File: config.mk
export PLATFORM = sky130hd
export DESIGN_NAME = fetch
export DESIGN_NICKNAME = d
export VERILOG_FILES = /design/src/rtl/yarv_pkg.sv /design/src/rtl/fetch_buffer.sv /design/src/rtl/fetch.sv
export SDC_FILE = /design/constraint.sdc
export NUM_CORES = 1
export LEC_CHECK = 0
export CELL_PAD_IN_SITES_DETAIL_PLACEMENT = 0
export CELL_PAD_IN_SITES_GLOBAL_PLACEMENT = 1
export CORE_MARGIN = 3
export CORE_UTILIZATION = 38
export DETAILED_ROUTE_END_ITERATION = 10
export GPL_TIMING_DRIVEN = 0
export PLACE_DENSITY_LB_ADDON = 0.12
export SKIP_LAST_GASP = 1
export SLEW_MARGIN = 25
export SYNTH_ARGS = -nofsm -noshare
export SYNTH_HDL_FRONTEND = slang
export SYNTH_SLANG_ARGS = --single-unit
File: constraint.sdc
create_clock -name clk -period 7.7 [get_ports clk]
set_input_delay 1.54 -clock clk [delete_from_list [all_inputs] [get_ports clk]]
set_output_delay 1.54 -clock clk [all_outputs]
set_load 0.05 [all_outputs]
File: src/rtl/yarv_pkg.sv
// Shared types and constants for the yarv fetch front end.
package yarv_pkg;

    localparam logic [31:0] NOP_INSN         = 32'h00000013;
    localparam logic [31:0] DEFAULT_RESET_PC = 32'h00000000;

    typedef struct packed {
        logic [31:0] pc;
        logic [31:0] insn;
    } fetch_entry_t;

    typedef enum logic [1:0] {
        IDLE,
        REQ,
        TRAP
    } fetch_state_t;

    function automatic logic is_aligned(input logic [31:0] addr);
        return addr[1:0] == 2'b00;
    endfunction

endpackage

File: src/rtl/fetch_buffer.sv
// Prefetch FIFO holding fetched words with their PCs; DEPTH must be a power of two.
module fetch_buffer
    import yarv_pkg::*;
#(
    parameter  int DEPTH = 2,
    localparam int CW    = $clog2(DEPTH + 1)
) (
    input  logic          clk,
    input  logic          rstn,
    input  logic          push,
    input  fetch_entry_t  din,
    input  logic          pop,
    input  logic          flush,
    output logic          full,
    output logic          empty,
    output fetch_entry_t  head,
    output logic [CW-1:0] count
);

    localparam int PW = (DEPTH > 1) ? $clog2(DEPTH) : 1;

    fetch_entry_t    mem [DEPTH];
    logic [PW-1:0]   rd_ptr;
    logic [PW-1:0]   wr_ptr;
    logic            do_push;
    logic            do_pop;

    assign full    = (count == CW'(DEPTH));
    assign empty   = (count == '0);
    assign do_pop  = pop && !empty;
    assign do_push = push && (!full || pop);
    assign head    = mem[rd_ptr];

    // NOTE: state registers use non-blocking assignment so every flop samples pre-edge values.
    always_ff @(posedge clk or negedge rstn) begin
        if (!rstn) begin
            rd_ptr <= '0;
            wr_ptr <= '0;
            count  <= '0;
        end else if (flush) begin
            rd_ptr <= '0;
            wr_ptr <= '0;
            count  <= '0;
        end else begin
            if (do_push) wr_ptr <= wr_ptr + 1'b1;
            if (do_pop)  rd_ptr <= rd_ptr + 1'b1;
            count <= count + CW'(do_push) - CW'(do_pop);
        end
    end

    // NOTE: storage is not reset; count/empty guard every read, so stale words are never visible.
    always_ff @(posedge clk) begin
        if (do_push && !flush) mem[wr_ptr] <= din;
    end

endmodule

File: src/rtl/fetch.sv
// Instruction fetch stage: one outstanding imem read, prefetch FIFO, redirect and trap handling.
// Define FETCH_BYPASS_EN to forward a response straight to insn/pc when the FIFO is empty.
module fetch
    import yarv_pkg::*;
#(
    parameter logic [31:0] RESET_PC = DEFAULT_RESET_PC,
    parameter int          DEPTH    = 2
) (
    input  logic        clk,
    input  logic        rstn,
    input  logic        stall,
    input  logic        override,
    input  logic [31:0] newpc,
    input  logic        fault,
    output logic        imem_valid,
    input  logic        imem_ready,
    output logic [31:0] imem_addr,
    input  logic [31:0] imem_rdata,
    output logic [31:0] insn,
    output logic [31:0] pc,
    output logic        insn_valid,
    output logic        trap
);

    localparam int CW = $clog2(DEPTH + 1);

    fetch_state_t  state;
    logic [31:0]   fpc;
    logic [31:0]   next_fpc;
    logic          drop;
    fetch_entry_t  head;
    logic          full;
    logic          empty;
    logic [CW-1:0] count;
    logic [CW-1:0] count_next;
    logic          resp, go_trap, redirect, flush, bypass, push, pop, space;

    // NOTE: every always_comb output is assigned on every path, so no latch can be inferred.
    always_comb begin
        resp     = imem_valid && imem_ready;
        go_trap  = fault || (override && !is_aligned(newpc));
        redirect = override && !go_trap;
        flush    = override || fault;
`ifdef FETCH_BYPASS_EN
        bypass   = empty && resp && !drop && (state != TRAP);
`else
        bypass   = 1'b0;
`endif
        insn_valid = !empty || bypass;
        insn       = bypass ? imem_rdata : (!empty ? head.insn : NOP_INSN);
        pc         = bypass ? fpc        : (!empty ? head.pc   : fpc);
        pop        = !empty && !stall && !override;
        // A bypassed word that is consumed immediately never enters the FIFO.
        push       = resp && !drop && !flush && (state != TRAP) && (!full || pop)
                     && !(bypass && !stall);
        count_next = flush ? '0 : count + CW'(push) - CW'(pop);
        space      = count_next < CW'(DEPTH);
        next_fpc   = drop ? fpc : fpc + 32'd4;
    end

    fetch_buffer #(.DEPTH(DEPTH)) u_buffer (
        .clk   (clk),
        .rstn  (rstn),
        .push  (push),
        .din   ('{pc: fpc, insn: imem_rdata}),
        .pop   (pop),
        .flush (flush),
        .full  (full),
        .empty (empty),
        .head  (head),
        .count (count)
    );

    always_ff @(posedge clk or negedge rstn) begin
        if (!rstn) begin
            state      <= IDLE;
            fpc        <= RESET_PC;
            drop       <= 1'b0;
            imem_valid <= 1'b0;
            imem_addr  <= RESET_PC;
            trap       <= 1'b0;
        end else if (state == TRAP) begin
            // An in-flight read must still finish its handshake; nothing new is issued.
            if (resp) imem_valid <= 1'b0;
        end else if (go_trap) begin
            state <= TRAP;
            trap  <= 1'b1;
            if (resp) imem_valid <= 1'b0;
        end else if (redirect) begin
            fpc <= newpc;
            if (imem_valid && !imem_ready) begin
                drop <= 1'b1;
            end else begin
                drop       <= 1'b0;
                state      <= REQ;
                imem_valid <= 1'b1;
                imem_addr  <= newpc;
            end
        end else if (resp) begin
            drop <= 1'b0;
            fpc  <= next_fpc;
            if (space) begin
                state      <= REQ;
                imem_valid <= 1'b1;
                imem_addr  <= next_fpc;
            end else begin
                state      <= IDLE;
                imem_valid <= 1'b0;
            end
        end else if (state == IDLE && space) begin
            state      <= REQ;
            imem_valid <= 1'b1;
            imem_addr  <= fpc;
        end
    end

endmodule

==> results of run 1 <==
## report_power, final
group / switching (mW) / internal (mW) / leakage, nW
clock: 0.435 / 0.712 / 0.396
sequential: 0.0179 / 1.17 / 2.14
combinational: 0.139 / 0.0934 / 1.85
## through the flow
step / instances / TNS (ps)
after floorplan: 867 / 0
after global placement: 1365 / -159780
after detailed placement: 1374 / 0
after CTS: 1418 / 0
after global routing: 1418 / 0
final: 1418 / 0
## cells in the mapped netlist, drive strengths merged (4+ instances only)
master,n,area (sq um)
xnor2,10,87.6
nor3,14,70.1
o21ai,64,320
o22a,10,87.6
o31ai,17,128
edfxtp,128,3840
nor2,80,300
nand2,73,274
buf,21,130
a2bb2oi,8,70.1
dfrtp,73,1830
mux2,18,203
clkbuf,55,206
o22ai,10,62.6
a31oi,12,75.1
a21oi,53,265
mux2i,70,701
nand2b,5,31.3
or4,11,90.1
and3,4,25.0
xor2,6,52.6
a221o,4,40.0
nand3,22,110
ha,4,50.1
o32ai,6,52.6
nand4,16,115
and2,7,43.8
nor4,15,106
inv,7,26.3
or3,5,31.3
## layer usage
| layer | wire (microns) | track usage [%] | share of wire [%] | vias to the layer above |
|---|---|---|---|---|
| met5 | 0 | 0 | 0 | - |
| met4 | 575 | 5.60 | 1.9 | 0 |
| met3 | 1840 | 3.49 | 6.1 | 48 |
| met2 | 14300 | 35.2 | 47 | 266 |
| met1 | 13700 | 29.6 | 45 | 3819 |
| li1 | - | - | - | 3670 |
## worst reg2reg max path, cell delays in order (launching register included)
cell and delay [ps]:
dfrtp_1 420, nor2_1 770, clkbuf_1 520, nor3_1 100, ha_1 300, nor4bb_1 360
nand4_1 130, and3b_1 170, clkbuf_1 200, nor2_1 600, buf_2 430, mux2_2 380
## logic make-up after synthesis
kind of cell | Yosys count | synth area share [%]
AND/OR/NAND/NOR | 267 | 14.0
AO/OA/AOI/OAI | 208 | 13.4
flip-flops | 201 | 57.8
multiplexers | 88 | 9.21
buffers and inverters | 83 | 3.70
XOR/XNOR | 16 | 1.43
adder cells (fa/ha/maj) | 4 | 0.510
## cells in the final DEF, fill, tap and decap left out, types with 17 or more instances in the layout
cell,n
nand3_1,22
edfxtp_1,128
mux2i_1,70
nor2_1,80
clkbuf_16,25
dfrtp_1,73
o31ai_1,17
clkdlybuf4s50_1,167
a21oi_1,53
o21ai_0,62
clkbuf_1,62
nand2_1,73
## worst paths after layout
check | start | endpoint | slack (ps) | depth (start not counted)
worst max-delay path | u_buffer.count[1] | pc[14] | 2360 | 6
worst min-delay path | fpc[24] | u_buffer.mem[1][56] | 460 | 0
worst max register to register | u_buffer.count[1] | imem_addr[11] | 3190 | 11
worst min register to register | fpc[24] | u_buffer.mem[1][56] | 460 | 0
max in group asynchronous | rstn | fpc[24] | 6070 | 2
min in group asynchronous | rstn | fpc[4] | 1020 | 1
## registers in the layout, summed over array words and instances (netlist names)
name,flops
u_buffer.mem,128
fpc,32
imem_addr,32
state,2
u_buffer.count,2
drop,1
imem_valid,1
trap,1
u_buffer.rd_ptr,1
u_buffer.wr_ptr,1
## area by class of cell
class                      instances  area, sq um
fill                            2333        12400
sequential                       201         5670
multi-input combinational        583         3810
timing repair buffer             177         1790
clock buffer                      34          679
tap                              330          413
buffer                            76          337
clock inverter                    10          123
inverter                           7         26.3
==> impl_metrics.env, run 1 <==
export IMPL_die_w_microns=167
export IMPL_worstSetupPathType="flip-flop to output port"
export IMPL_routed_wl_mm=30.4
export IMPL_post_route_period_util_pct=69.4
export IMPL_worst_pin_slew_ps=998
export IMPL_dpl_hpwl_mm=21.5
export IMPL_syn_to_final_growth_pct=31.0
export IMPL_outcome="completed"
export IMPL_io_buffers=168
export IMPL_p_leak_nw=4.38
export IMPL_hold_violations=0
export IMPL_ant_nets=0
export IMPL_maxCapViolations=0
export IMPL_fin_crit_ps=5340
export IMPL_critPathMaxStageDelay_ps=860
export IMPL_grt_pass1_wl_mm=46.8
export IMPL_worst_ep_arrival_time_ps=3800
export IMPL_fmax_ghz=0.187
export IMPL_avgSynthCellArea_sq_um=11.3
export IMPL_synth_cell_types=64
export IMPL_path_common_cell="clkbuf_1"
export IMPL_slew_headroom_pct=33.2
export IMPL_cp_max_fo=10
export IMPL_seq_area_frac_synth_pct=57.8
export IMPL_grt_max_degree=48
export IMPL_final_nets=1144
export IMPL_cts_tree="built"
export IMPL_diodes=0
export IMPL_total_power_mw=2.56
export IMPL_hp_class="flip-flop to flip-flop"
export IMPL_die_h_microns=167
export IMPL_skew_ps=13.5
export IMPL_gp_congestion=0.894
export IMPL_path_cells="nor2_1 > clkbuf_1 > clkbuf_1 > nand2_1 > o21ai_0 > clkdlybuf4s50_1"
export IMPL_synth_cell_area_sq_mm=0.00981
export IMPL_first_global_vias=7777
export IMPL_drv_slew=0
export IMPL_drc=0
export IMPL_clk_pin_slew_ps=60
export IMPL_drive_above_1_share_pct=8.36
export IMPL_endpoint_kind="output port"
export IMPL_setup_viol=0
export IMPL_crit_required_ps=6160
export IMPL_clk_latency_ps=520
export IMPL_design_area_sq_mm=0.0129
export IMPL_placed_cell_area_sq_mm=0.0120
export IMPL_synth_seq_cells=201
export IMPL_utilization_pct=50.9
export IMPL_synth_fp_nets=941
export IMPL_whs_ps=462
export IMPL_setup_ws_ps=2360
export IMPL_crit_family="buffers and inverters"
export IMPL_post_place_ws_ps=2580
export IMPL_clockRootBuffer="clkbuf_16"
export IMPL_drt_iter0_drc=630
export IMPL_async_flop_share_pct=36.3
export IMPL_p_per_area_mw_per_mm2=200
export IMPL_clk_path_buf_depth=3
export IMPL_antenna_found_initial=0
export IMPL_wl_per_cell_microns=21.4
export IMPL_start_util_pct=38.8
export IMPL_crit_slowest_cell="clkdlybuf4s50_1"
export IMPL_io_pins=169
export IMPL_drt_pass1_iterations=5
export IMPL_rows=58
export IMPL_clock_sinks=201
export IMPL_postCtsSetupBuffers=0
export IMPL_ys_warn_count=0
export IMPL_syn_inst=867
export IMPL_viasPerCell=5.50
export IMPL_post_cts_resized=0
export IMPL_rsz0062_at_grt="false"
export IMPL_grt_overflow=0
export IMPL_cp_num_buf_inv=3
export IMPL_cp_start_kind="flip-flop"
export IMPL_ir_drop_mv=0.144
export IMPL_h_tree_depth=1
export IMPL_track_usage_pct=21.4
export IMPL_numCtsBuffers=24
export IMPL_dieArea_sq_mm=0.0278
export IMPL_synth_main_ff_cell="edfxtp_1"
export IMPL_via_count=7803
export IMPL_synth_edf_count=128
export IMPL_cts_hold_buf=0
export IMPL_core_sq_mm=0.0253
(Power assumes the default switching activity.)
==> inputs of run 2 (changes only) <==
--- a/config.mk
+++ b/config.mk
@@ -8,7 +8,7 @@
 export CELL_PAD_IN_SITES_DETAIL_PLACEMENT = 0
 export CELL_PAD_IN_SITES_GLOBAL_PLACEMENT = 1
 export CORE_MARGIN = 3
-export CORE_UTILIZATION = 38
+export CORE_UTILIZATION = 42
 export DETAILED_ROUTE_END_ITERATION = 10
 export GPL_TIMING_DRIVEN = 0
 export PLACE_DENSITY_LB_ADDON = 0.12
==> constraint.sdc (replaced) <==
create_clock -name clk -period 5.2 [get_ports clk]
set_input_delay 1.04 -clock clk [delete_from_list [all_inputs] [get_ports clk]]
set_output_delay 1.04 -clock clk [all_outputs]
set_load 0.05 [all_outputs]
==> run 2 against run 1 <==
Clock-buffer cell count decreased by 6. Via count up 0.22%. Worst setup slack worse by 2100 ps. Sequential cell count unchanged. Wire length fell by 4.4%. Critical path depth did not move. Die area is 9.2% lower. Final cell count fell by 1.4%. Global-route usage rose by 1.4 points. Critical endpoint is now pc[16]. Utilization rose by 5.1 points. Register-to-register slack worse by 2400 ps.
==> impl_metrics.env, run 2 (same netlist as run 1, synthesis figures left out) <==
export IMPL_outcome="completed"
export IMPL_maxCapViolations=0
export IMPL_first_global_vias=7827
export IMPL_setup_ws_ps=293
export IMPL_grt_pass1_wl_mm=46.0
export IMPL_worst_pin_slew_ps=1050
export IMPL_crit_required_ps=4160
export IMPL_drt_pass1_iterations=5
export IMPL_ant_nets=0
export IMPL_gp_congestion=0.906
export IMPL_fin_crit_ps=4910
export IMPL_antenna_found_initial=0
export IMPL_io_pins=169
export IMPL_track_usage_pct=22.8
export IMPL_critPathMaxStageDelay_ps=860
export IMPL_hp_class="flip-flop to flip-flop"
export IMPL_clk_latency_ps=510
export IMPL_rsz0062_at_grt="false"
export IMPL_grt_overflow=0
export IMPL_die_w_microns=159
export IMPL_dpl_hpwl_mm=20.7
export IMPL_drive_above_1_share_pct=8.11
export IMPL_power_frac_seq_pct=47.6
export IMPL_drt_iter0_drc=533
export IMPL_p_leak_nw=4.35
export IMPL_largest_register_ffs=128
export IMPL_h_tree_depth=1
export IMPL_p_int_mw=2.83
export IMPL_post_route_period_util_pct=94.4
export IMPL_crit_slowest_cell="clkdlybuf4s50_1"
export IMPL_clockPowerShare_pct=43.1
export IMPL_post_cts_resized=0
export IMPL_endpoint_kind="output port"
export IMPL_cts_hold_buf=0
export IMPL_grt_max_degree=49
export IMPL_fmax_ghz=0.204
export IMPL_utilization_pct=56.0
export IMPL_diodes=0
export IMPL_dieArea_sq_mm=0.0252
export IMPL_io_buffers=168
export IMPL_cts_tree="built"
export IMPL_top_register="u_buffer.mem"
export IMPL_postCtsSetupBuffers=0
export IMPL_cp_max_fo=10
export IMPL_path_cells="nor2_1 > clkbuf_1 > clkbuf_1 > nand2_1 > o21ai_0 > clkdlybuf4s50_1"
export IMPL_comb_power_share_pct=9.3
export IMPL_p_per_area_mw_per_mm2=289
export IMPL_clk_path_buf_depth=3
export IMPL_hold_violations=0
export IMPL_drc=0
export IMPL_rows=55
export IMPL_wl_per_cell_microns=20.8
export IMPL_die_h_microns=159
export IMPL_ir_drop_mv=0.198
export IMPL_start_util_pct=43.1
export IMPL_final_nets=1143
export IMPL_switching_share_pct=23.3
export IMPL_num_fill_cells=2017
export IMPL_post_place_ws_ps=437
export IMPL_via_count=7820
export IMPL_reg_top3="u_buffer.mem x128, fpc x32, imem_addr x32"
export IMPL_syn_to_final_growth_pct=30.0
export IMPL_skew_ps=19.6
export IMPL_cp_start_kind="flip-flop"
export IMPL_worst_ep_arrival_time_ps=3870
export IMPL_slew_headroom_pct=29.6
export IMPL_clock_sinks=201
export IMPL_switchingPower_uw=856
export IMPL_core_sq_mm=0.0228
export IMPL_setup_viol=0
export IMPL_clockRootBuffer="clkbuf_16"
export IMPL_mostFrequentLayoutCells="clkdlybuf4s50_1, edfxtp_1, nor2_1"
export IMPL_viasPerCell=5.59
export IMPL_drv_slew=0
export IMPL_numCtsBuffers=23
export IMPL_final_common_cell="clkdlybuf4s50_1"
export IMPL_worstSetupPathType="flip-flop to output port"
export IMPL_clk_pin_slew_ps=60
export IMPL_path_common_cell="clkbuf_1"
export IMPL_routed_wl_mm=29.0
## run 2: worst paths after layout
| kind | start | end | slack [ps] | depth (start not counted) |
|---|---|---|---|---|
| min in group asynchronous | rstn | imem_addr[6] | 500 | 1 |
| setup reg to reg | u_buffer.count[1] | imem_addr[10] | 760 | 11 |
| max in group asynchronous | rstn | fpc[15] | 4120 | 2 |
| hold / removal | fpc[15] | u_buffer.mem[1][47] | 460 | 0 |
| hold reg to reg | fpc[15] | u_buffer.mem[1][47] | 460 | 0 |
| setup / recovery | u_buffer.count[1] | pc[16] | 290 | 6 |
## run 2: worst max-delay path: cells and delay by family, from the launching register on
family | cells | cell delay, ps
buffers and inverters | 3 | 1880
and+or+nand+nor | 2 | 910
AOI/OAI and AO/OA | 1 | 130
DFF | 1 | 430
## run 2: layer usage
layer | wire, microns | share of wire [%] | vias up | track usage (%)
met1 | 13000 | 45 | 3788 | 32.0
li1 | - | - | 3676 | -
met2 | 13500 | 47 | 318 | 37.1
met4 | 603 | 2.1 | 0 | 5.97
met3 | 1940 | 6.7 | 38 | 3.65
met5 | 0 | 0 | - | 0
## run 2: stage by stage
step	cell area [sq um]	setup TNS, ps	instances	hold WS [ps]	power, mW
after CTS	12800	0	1398	466	3.72
after global placement	11900	-185220	1348	439	2.12
after floorplan	9830	0	867	437	1.96
after detailed placement	12000	0	1357	452	2.13
after global routing	12800	0	1398	479	3.81
final	12800	0	1398	463	3.68
## run 2: area by class of cell
class	count	area (sq um)	share of cell area, %
tap	313	392	3.07
sequential	201	5670	44.5
clock inverter	13	141	1.11
inverter	7	26.3	0.206
buffer	76	337	2.64
timing repair buffer	177	1790	14.0
clock buffer	28	594	4.66
multi-input combinational	583	3800	29.8
## run 2: power by group through the flow
stage / registers [mW] / logic [mW] / clock network (mW)
6_report: 1.75 / 0.341 / 1.59
5_1_grt: 1.76 / 0.361 / 1.69
4_1_cts: 1.75 / 0.344 / 1.62
3_5_place_dp: 1.79 / 0.342 / 0
3_3_place_gp: 1.79 / 0.339 / 0
2_1_floorplan: 1.86 / 0.0935 / 0
==> inputs of run 3 (changes only) <==
--- a/config.mk
+++ b/config.mk
@@ -8,7 +8,7 @@
 export CELL_PAD_IN_SITES_DETAIL_PLACEMENT = 0
 export CELL_PAD_IN_SITES_GLOBAL_PLACEMENT = 1
 export CORE_MARGIN = 3
-export CORE_UTILIZATION = 42
+export CORE_UTILIZATION = 40
 export DETAILED_ROUTE_END_ITERATION = 10
 export GPL_TIMING_DRIVEN = 0
 export PLACE_DENSITY_LB_ADDON = 0.12
==> run 3 against run 2 <==
Wire length grew 3.0%. Via count fell by 0.20%. Register-to-register slack lost 50 ps. Largest cell class unchanged.
==> impl_metrics.env, run 3 (same netlist as run 1, synthesis figures left out) <==
export IMPL_reg_top3="u_buffer.mem x128, fpc x32, imem_addr x32"
export IMPL_final_common_cell="clkdlybuf4s50_1"
export IMPL_worstSetupPathType="flip-flop to output port"
export IMPL_num_fill_cells=2135
export IMPL_skew_ps=10.4
export IMPL_final_nets=1143
export IMPL_wl_met1_mm=13.4
export IMPL_dieArea_sq_mm=0.0264
export IMPL_ant_nets=0
export IMPL_fin_crit_ps=4890
export IMPL_drc=0
export IMPL_p_int_mw=2.87
export IMPL_routed_wl_mm=29.9
export IMPL_clockPowerShare_pct=43.7
export IMPL_p_leak_nw=4.35
export IMPL_comb_power_share_pct=9.2
export IMPL_h_tree_depth=1
export IMPL_track_usage_pct=22.2
export IMPL_clk_pin_slew_ps=60
export IMPL_drt_iter0_drc=693
export IMPL_first_global_vias=7795
export IMPL_clk_latency_ps=500
export IMPL_mostFrequentLayoutCells="clkdlybuf4s50_1, edfxtp_1, nor2_1"
export IMPL_gp_congestion=0.883
export IMPL_maxCapViolations=0
export IMPL_drv_slew=0
export IMPL_hold_violations=0
export IMPL_hp_class="flip-flop to flip-flop"
export IMPL_viasPerCell=5.56
export IMPL_post_cts_resized=0
export IMPL_route_met2_wl_mm=13.7
export IMPL_placedCellCount=1363
export IMPL_largest_register_ffs=128
export IMPL_ir_drop_mv=0.202
export IMPL_cp_start_kind="flip-flop"
export IMPL_r2r_start="u_buffer.count[1]"
export IMPL_postCtsSetupBuffers=0
export IMPL_p_per_area_mw_per_mm2=291
export IMPL_switchingPower_uw=853
export IMPL_setup_ws_ps=313
export IMPL_endpoint_kind="output port"
export IMPL_drt_pass1_iterations=5
export IMPL_grt_pass1_wl_mm=45.8
export IMPL_cp_max_fo=10
export IMPL_worst_pin_slew_ps=1090
export IMPL_core_sq_mm=0.0238
export IMPL_cts_hold_buf=0
export IMPL_clockRootBuffer="clkbuf_16"
export IMPL_die_h_microns=163
export IMPL_diodes=0
export IMPL_clk_path_buf_depth=3
export IMPL_final_cells=1404
export IMPL_slew_headroom_pct=27.3
export IMPL_rsz0062_at_grt="false"
export IMPL_io_buffers=168
export IMPL_post_route_period_util_pct=94.0
export IMPL_dpl_hpwl_mm=21.3
export IMPL_met3_length_mm=2.12
export IMPL_switching_share_pct=22.9
export IMPL_worstSetupStartpoint="u_buffer.count[1]"
export IMPL_die_w_microns=163
export IMPL_cts_tree="built"
export IMPL_setup_viol=0
export IMPL_io_pins=169
export IMPL_top_register="u_buffer.mem"
export IMPL_via_count=7804
export IMPL_outcome="completed"
export IMPL_start_util_pct=41.3
export IMPL_power_frac_seq_pct=47.0
export IMPL_numCtsBuffers=23
export IMPL_fmax_ghz=0.205
export IMPL_wl_per_cell_microns=21.3
export IMPL_grt_overflow=0
export IMPL_crit_required_ps=4160
export IMPL_drive_above_1_share_pct=8.20
export IMPL_antenna_found_initial=0
export IMPL_clock_sinks=201
export IMPL_post_place_ws_ps=484
export IMPL_worst_ep_arrival_time_ps=3850
export IMPL_top_layer="met4"
export IMPL_hold_start="trap"
export IMPL_syn_to_final_growth_pct=30.6
export IMPL_grt_max_degree=47
export IMPL_rows=56
run 3: changes by cell type in the layout (fill, tap and decap cells not counted):
cell,before,now
a2111oi_2,1,0
a2111oi_4,0,1
buf_4,10,8
buf_6,6,8
clkbuf_1,60,61
clkbuf_16,23,24
clkbuf_8,0,1
clkinv_1,4,2
clkinv_2,4,1
clkinv_4,0,1
clkinvlp_4,1,3
inv_6,1,0
run 3: stage by stage:
step	util (%)	hold slack [ps]	area, sq um	power [mW]	TNS (ps)
after floorplan	-	437	9830	1.96	0
final	54.0	466	12800	3.73	0
after detailed placement	50.7	450	12000	2.13	0
after CTS	53.9	464	12800	3.77	0
after global routing	54.0	480	12800	3.86	0
after global placement	50.1	440	11900	2.13	-195840
run 3: path summary, 6_finish.rpt:
path                            slack, ps  cells past startpoint       endpoint
worst max-delay path                  310                      6         pc[14]
min in group asynchronous             520                      1         fpc[4]
worst min register to register        470                      1           trap
worst max register to register        710                     11  imem_addr[11]
max in group asynchronous            4090                      2  imem_addr[26]
worst min-delay path                  470                      1           trap
run 3: layout make-up:
cell class | count | area, sq um | area share [%]
buffer | 76 | 337 | 2.63
clock buffer | 31 | 637 | 4.97
clock inverter | 10 | 134 | 1.04
inverter | 7 | 26.3 | 0.205
multi-input combinational | 583 | 3810 | 29.8
sequential | 201 | 5670 | 44.2
tap | 319 | 399 | 3.11
timing repair buffer | 177 | 1800 | 14.0
run 3: per-layer routing:
| metal | vias up | track usage (%) |
|---|---|---|
| met5 | - | 0 |
| met4 | 0 | 6.15 |
| met3 | 45 | 3.36 |
| met2 | 291 | 35.4 |
| met1 | 3787 | 31.8 |
| li1 | 3681 | - |
run 3: power groups by stage:
stage	combinational [mW]	sequential, mW	clock [mW]
floorplan	0.0935	1.86	0
global placement	0.340	1.79	0
finish	0.343	1.75	1.63
global route	0.363	1.76	1.74
CTS	0.345	1.75	1.67
detailed placement	0.343	1.79	0
run 3: worst max-delay path: stages, from the launching register on:
cell,delay [ps]
dfrtp_1,420
nor2_1,840
clkbuf_1,490
clkbuf_1,470
nand2_1,150
o21ai_0,100
clkdlybuf4s50_1,870
